===== config.mk =====
export PLATFORM = sky130hd
export DESIGN_NAME = regfile_mp_flat
export DESIGN_NICKNAME = d
export VERILOG_FILES = /design/src/rtl/cpu_pkg.sv /design/src/rtl/regfile_mp_if.sv /design/src/rtl/wb_extend.sv /design/src/rtl/regfile_mp.sv /design/src/flat_wrapper.sv
export SDC_FILE = /design/constraint.sdc
export NUM_CORES = 2
export LEC_CHECK = 0
export BUFFER_PORTS_ARGS = -buffer_cell sky130_fd_sc_hd__buf_2
export CAP_MARGIN = 20
export CORE_ASPECT_RATIO = 1.5
export CORE_MARGIN = 2
export CORE_UTILIZATION = 50
export DETAILED_ROUTE_END_ITERATION = 10
export GPL_TIMING_DRIVEN = 0
export PLACE_DENSITY = 0.71
export SYNTH_ARGS = -nofsm -noshare
export SYNTH_HDL_FRONTEND = slang
export SYNTH_HIERARCHICAL = 1
export SYNTH_SLANG_ARGS = --single-unit

===== constraint.sdc =====
create_clock -name clk -period 3.9 [get_ports clk]
set_input_delay 0.39 -clock clk [delete_from_list [all_inputs] [get_ports clk]]
set_output_delay 0.39 -clock clk [all_outputs]
set_load 0.02 [all_outputs]

===== src/rtl/cpu_pkg.sv =====
// Shared CPU definitions: write-back size encodings, architectural register
// numbers and the link return-address offset.
package cpu_pkg;

  typedef enum logic [1:0] {
    SZ_BYTE = 2'b00,
    SZ_HALF = 2'b01,
    SZ_WORD = 2'b10
  } wr_size_e;

  localparam int REG_ZERO = 0;
  localparam int REG_RA   = 31;
  localparam int LINK_OFS = 4;

endpackage


===== src/rtl/regfile_mp_if.sv =====
// Register file bus: ID-stage read ports and scoreboard set, WB-stage
// main and link write ports.
interface regfile_mp_if #(
  parameter int DW     = 32,
  parameter int AW     = 5,
  parameter int NUM_RD = 2
);

  logic [NUM_RD*AW-1:0] rd_addr;
  logic [NUM_RD*DW-1:0] rd_data;
  logic [NUM_RD-1:0]    rd_busy;

  logic                 wr_en;
  logic [AW-1:0]        wr_addr;
  logic [DW-1:0]        wr_data;
  logic [1:0]           wr_size;
  logic                 wr_sext;

  logic                 link_en;
  logic [DW-1:0]        link_pc;

  logic                 sb_set;
  logic [AW-1:0]        sb_addr;

  modport master (
    output rd_addr, wr_en, wr_addr, wr_data, wr_size, wr_sext,
           link_en, link_pc, sb_set, sb_addr,
    input  rd_data, rd_busy
  );

  modport slave (
    input  rd_addr, wr_en, wr_addr, wr_data, wr_size, wr_sext,
           link_en, link_pc, sb_set, sb_addr,
    output rd_data, rd_busy
  );

endinterface


===== src/rtl/wb_extend.sv =====
// Byte/half/word sign or zero extension of write-back data; shared with the
// load unit.
module wb_extend
  import cpu_pkg::*;
#(
  parameter int DW = 32
) (
  input  logic [DW-1:0] data,
  input  logic [1:0]    size,
  input  logic          sext,
  output logic [DW-1:0] ext
);

  // NOTE: every always_comb output gets a default first so no path leaves it
  // unassigned, which would otherwise infer a latch.
  always_comb begin
    ext = data;
    case (size)
      SZ_BYTE: ext = {{(DW-8){sext & data[7]}}, data[7:0]};
      SZ_HALF: ext = {{(DW-16){sext & data[15]}}, data[15:0]};
      default: ext = data;
    endcase
  end

endmodule


===== src/rtl/regfile_mp.sv =====
// Parametrised multi-read-port register file with write-through bypass,
// link write port and per-register busy scoreboard.
module regfile_mp
  import cpu_pkg::*;
#(
  parameter int DW       = 32,
  parameter int AW       = 5,
  parameter int NUM_RD   = 2,
  parameter int LINK_REG = REG_RA,
  parameter int BYPASS   = 1
) (
  input logic         clk,
  input logic         rst_n,
  regfile_mp_if.slave bus
);

  localparam int            DEPTH  = 2**AW;
  localparam logic [AW-1:0] LINK_A = AW'(LINK_REG);
  localparam logic [AW-1:0] ZERO_A = AW'(REG_ZERO);

  logic [DEPTH-1:0][DW-1:0] regs;
  logic [DEPTH-1:0]         busy, busy_nxt;
  logic [DW-1:0]            wr_ext, link_val;
  logic                     main_we, link_we;

  wb_extend #(.DW(DW)) u_ext (
    .data (bus.wr_data),
    .size (bus.wr_size),
    .sext (bus.wr_sext),
    .ext  (wr_ext)
  );

  assign link_val = bus.link_pc + DW'(LINK_OFS);

  // Writes to register 0 are dropped here, so regs[0] never leaves zero.
  // The main port takes the link register when both target it.
  assign main_we = bus.wr_en && (bus.wr_addr != ZERO_A);
  assign link_we = bus.link_en && (LINK_A != ZERO_A) &&
                   !(bus.wr_en && (bus.wr_addr == LINK_A));

  // NOTE: the file is built from flops, not a RAM macro, so an async clear of
  // the whole array is legal here; a true SRAM array cannot be reset this way.
  always_ff @(posedge clk or negedge rst_n) begin
    if (!rst_n) begin
      regs <= '0;
    end else begin
      // NOTE: state updates use non-blocking assignments so every flop samples
      // pre-edge values regardless of statement order.
      if (link_we) regs[LINK_A]      <= link_val;
      if (main_we) regs[bus.wr_addr] <= wr_ext;
    end
  end

  // Clear on committed write first, then a new outstanding load overrides.
  always_comb begin
    busy_nxt = busy;
    if (main_we) busy_nxt[bus.wr_addr] = 1'b0;
    if (link_we) busy_nxt[LINK_A]      = 1'b0;
    if (bus.sb_set && (bus.sb_addr != ZERO_A)) busy_nxt[bus.sb_addr] = 1'b1;
  end

  always_ff @(posedge clk or negedge rst_n) begin
    if (!rst_n) busy <= '0;
    else        busy <= busy_nxt;
  end

  for (genvar k = 0; k < NUM_RD; k++) begin : g_rd
    logic [AW-1:0] ra;
    logic          hit_main, hit_link;

    assign ra       = bus.rd_addr[k*AW +: AW];
    assign hit_main = (BYPASS != 0) && main_we && (bus.wr_addr == ra);
    assign hit_link = (BYPASS != 0) && link_we && (LINK_A == ra);

    // Outputs are forced quiet while reset is held, even if a write is driven.
    assign bus.rd_data[k*DW +: DW] = !rst_n   ? '0       :
                                     hit_main ? wr_ext   :
                                     hit_link ? link_val : regs[ra];
    assign bus.rd_busy[k] = rst_n && busy[ra] && !(hit_main || hit_link);
  end

endmodule

===== src/flat_wrapper.sv =====
// flat-port wrapper written by rule: the top's interface ports become plain ports
module regfile_mp_flat import cpu_pkg::*;
#(
  parameter int DW       = 32,
  parameter int AW       = 5,
  parameter int NUM_RD   = 2,
  parameter int LINK_REG = REG_RA,
  parameter int BYPASS   = 1
)
  (clk, rst_n, bus_rd_addr, bus_wr_en, bus_wr_addr, bus_wr_data, bus_wr_size, bus_wr_sext, bus_link_en, bus_link_pc, bus_sb_set, bus_sb_addr, bus_rd_data, bus_rd_busy);
  regfile_mp_if #(.DW(DW), .AW(AW), .NUM_RD(NUM_RD)) bus_i ();
  input logic clk;
  input logic rst_n;
  input wire logic [$bits(bus_i.rd_addr)-1:0] bus_rd_addr;
  input wire logic [$bits(bus_i.wr_en)-1:0] bus_wr_en;
  input wire logic [$bits(bus_i.wr_addr)-1:0] bus_wr_addr;
  input wire logic [$bits(bus_i.wr_data)-1:0] bus_wr_data;
  input wire logic [$bits(bus_i.wr_size)-1:0] bus_wr_size;
  input wire logic [$bits(bus_i.wr_sext)-1:0] bus_wr_sext;
  input wire logic [$bits(bus_i.link_en)-1:0] bus_link_en;
  input wire logic [$bits(bus_i.link_pc)-1:0] bus_link_pc;
  input wire logic [$bits(bus_i.sb_set)-1:0] bus_sb_set;
  input wire logic [$bits(bus_i.sb_addr)-1:0] bus_sb_addr;
  output wire logic [$bits(bus_i.rd_data)-1:0] bus_rd_data;
  output wire logic [$bits(bus_i.rd_busy)-1:0] bus_rd_busy;
  assign bus_i.rd_addr = bus_rd_addr;
  assign bus_i.wr_en = bus_wr_en;
  assign bus_i.wr_addr = bus_wr_addr;
  assign bus_i.wr_data = bus_wr_data;
  assign bus_i.wr_size = bus_wr_size;
  assign bus_i.wr_sext = bus_wr_sext;
  assign bus_i.link_en = bus_link_en;
  assign bus_i.link_pc = bus_link_pc;
  assign bus_i.sb_set = bus_sb_set;
  assign bus_i.sb_addr = bus_sb_addr;
  assign bus_rd_data = bus_i.rd_data;
  assign bus_rd_busy = bus_i.rd_busy;
  regfile_mp #(.DW(DW), .AW(AW), .NUM_RD(NUM_RD), .LINK_REG(LINK_REG), .BYPASS(BYPASS)) u_core (.clk(clk), .rst_n(rst_n), .bus(bus_i));
endmodule

==> results.tsv <==
stage	metric	value	unit
drt	wl_met3	38100	um
cts	clock_latency	0.76	ns
hold_path	hold_path_end	u_core/busy[15]	
drt	vias_per_cell	7.51	
worst_setup_path	cp_slowest_cell	a22oi_1	
floorplanning	dieArea	120000	um2
cts	path_clk_slew	0.06	ns
finish	multi_input_area	30300	um2
cts	clock_sinks	1056	
drt	wl_met2	119000	um
power	seqPwrFrac	43.2	%
global_routing	grt_pass1_vias	44658	
status	status	finished, violations left	
finish	area_growth	15.5	%
power	p_comb_share	23.3	%
timing	worst_pin_slew	1.31	ns
place	dpl.cell_count	5845	
synth	yosysUniqueCellTypes	70	
timing	maxSlewViolCount	0	
flow_run	maxCapViolCount	0	
worst_setup_path	r2r_end	u_core/busy[20]	
worst_setup_path	startpoint_type	primary input	
cts	htree_levels	3	
drt	m1WireLength	86000	um
finish	instances_no_fill	6094	
floorplanning	chipHeight	424	um
synth	netlist_area	58700	um2
worst_setup_path	crit_family	buffers and inverters	
timing	finalCritPeriodShare	106	%
finish	drive_above_1_share	48.9	%
finish	fin_nets	4511	
drt	routedWlPerCell	45.7	um
status	violations	negative setup slack	
worst_setup_path	critPathKind	primary input to output port	
worst_setup_path	crit_chain	buf_2 -> buf_4 -> clkbuf_1 -> buf_8 -> buf_4 -> mux2i_2 -> a22oi_1 -> o211ai_1 -> o21ai_0 -> buf_2	
synth	synth_edf_count	0	
hold_path	hold_depth	3	
place	placed_cell_area	63100	um2
hold_path	hp-start	bus_sb_addr[0]	
timing	max_freq	242	MHz
timing	rsz0062_at_grt	true	
synth	postSynth.asyncResetShare	100	%
timing	hold_viol_final	0	
drt	ant_nets	0	
drt	top_layer	met5	
power	leakagePower	0.0295	uW
drt	dr.pass1.iters	6	
worst_setup_path	endpoint_kind	output port	
worst_setup_path	required	3.51	ns
synth	syn_inst	4045	
power	switchingPower	10000	uW
finish	fillCellCount	9318	
synth	synth_seq_area_share	45.0	%
worst_setup_path	path_max_fanout	10	
timing	fin_crit	4.14	ns
global_routing	grt-ovfl-total	0	
worst_setup_path	ff2ff_path_depth	3	
cts	cts_buffers	104	
global_routing	grt_pass1_wl	377000	um
power	power_density	490	nW/um2
synth	synth_top_flop_cell	dfrtp_1	
cts	cts_tree	yes	
worst_setup_path	slowest_delay	0.48	ns
power	swShare	30.1	%
floorplanning	rows	154	
drt	drc	0	
worst_setup_path	worstPathArrival	3.75	ns
synth	ys_warn_count	6	
synth	synth.ff_latch_count	1056	
hold_path	hold_class	primary input to register	
drt	drtIter0Drc	6942	
worst_setup_path	r2r_start	u_core/busy[20]	
floorplanning	die_w	284	um
place	place_ws	-1.17	ns
cts	clock_path_buffers	3	
floorplanning	core_area	117000	um2
timing	layout_setup_ws	-0.238	ns
synth	syn-num-nets	4138	
global_routing	grt_max_degree	153	
drt	routed_wl	279000	um
place	dpl.hpwl	200000	um
place	portBuffers	136	
global_routing	track_usage	46.6	%
worst_setup_path	path_buf_inv	6	
finish	fin_area	67800	um2
global_routing	antenna_found_initial	27	
worst_setup_path	rrSetupSlack	2.62	ns
cts	cts_root_buf	clkbuf_16	
floorplanning	start_util	50.2	%
power	clkPwrFrac	33.5	%
power	vdd_drop_max	0.353	mV
power	p_int	23200	uW
place	gp_congestion	1.07	
drt	vias	45765	
timing	skew	0	ns
timing	setup_viol	35	
timing	max_slew_margin	12.9	%
synth	postSynthAreaPerCell	14.5	um2
floorplanning	io_pins	158	
finish	regArea	26400	um2
[power by group through the flow]
stage | Clock [uW] | Sequential [uW] | Combinational, uW
after floorplan | 0 | 13900 | 5030
after global placement | 0 | 14300 | 7080
after CTS | 11100 | 14200 | 7440
after detailed placement | 0 | 14400 | 7330
final | 11100 | 14400 | 7760
after global routing | 11600 | 14500 | 7940
[cell usage in the layout, fill, tap and decap left out, types with 42 or more instances in the layout]
cell type	instances
clkbuf_1	226
buf_8	87
mux2_2	988
buf_2	177
nor2_1	73
nand2_1	142
dfrtp_1	1056
clkbuf_16	106
mux2i_1	140
buf_4	68
buf_1	57
nand3_1	42
o21ai_0	98
mux4_2	547
[Yosys cell counts (all sizes together) (32+ instances only)]
cell type | number | area, um2
nand3 | 42 | 210
clkbuf | 236 | 886
dfrtp | 1056 | 26400
mux4 | 552 | 12500
nand2 | 148 | 556
nor2b | 32 | 200
a211oi | 43 | 323
a21o | 34 | 255
mux2i | 143 | 1440
nor2 | 77 | 292
mux2 | 988 | 11100
buf | 217 | 1290
o21ai | 117 | 601
a22oi | 38 | 285
[cell type report]
cell class / instances / area share [%]
inverters: 6 / 0.0332
plain buffers: 446 / 3.48
diodes: 29 / 0.107
flip-flops and latches: 1056 / 39.0
multi-input cells: 2530 / 44.7
well taps: 1560 / 2.88
repair buffers: 274 / 4.39
clock inverters: 47 / 0.983
clock buffers: 146 / 4.47
[stage by stage]
| stage | util, % | hold slack [ns] | power, uW | setup TNS, ns |
|---|---|---|---|---|
| 2_1_floorplan | - | 0.0944 | 18900 | 0 |
| 3_3_place_gp | 52.4 | 0.452 | 21400 | - |
| 3_5_place_dp | 54.0 | 0.333 | 21800 | -41.26 |
| 4_1_cts | 57.7 | 0.00509 | 32800 | 0 |
| 5_1_grt | 57.9 | 0.0456 | 34000 | -0.0467 |
| 6_report | 58.0 | 0.0282 | 33200 | -2.40 |
[metal layers]
metal  vias up  global-route usage [%]
met5         -                   0.524
met3      1530                    20.8
li1      16399                       -
met4        18                    45.8
met2      4186                    66.9
met1     23632                    50.5
[worst min-delay path, cell delays in order]
cell and delay [ns]:
buf_2 0.13, nand3_1 0.12, o21ai_0 0.10
[timing repair]
item,in CTS,in global routing
gates cloned,2,0
pin swaps,1,1
hold buffers,24,0
gates resized for setup,85,61
endpoints found under the hold margin,93,0
buffers inserted,1,0
setup endpoints to repair,66,48
[how the worst max path moves through the flow]
stage / startpoint / to / slack (ns) / depth (start not counted)
floorplan: bus_wr_addr[1] / bus_rd_data[51] / 0.78 / 8
global placement: rst_n / bus_rd_data[62] / -23.38 / 6
detailed placement: rst_n / bus_rd_data[46] / -1.17 / 9
CTS: bus_rd_addr[1] / bus_rd_data[12] / 0.0002 / 11
global route: bus_rd_addr[5] / bus_rd_data[35] / -0.03 / 10
finish: bus_rd_addr[2] / bus_rd_data[3] / -0.24 / 10
[kinds of logic after synthesis]
group,count (synthesis),synth area share (%)
compound gates,395,4.59
fa+ha+maj,1,0.0213
xor+xnor,38,0.567
buf+inv,459,3.75
simple gates,413,3.44
mux,1683,42.6
flops,1056,45.0
No activity file was read; power rests on OpenSTA's default activity.
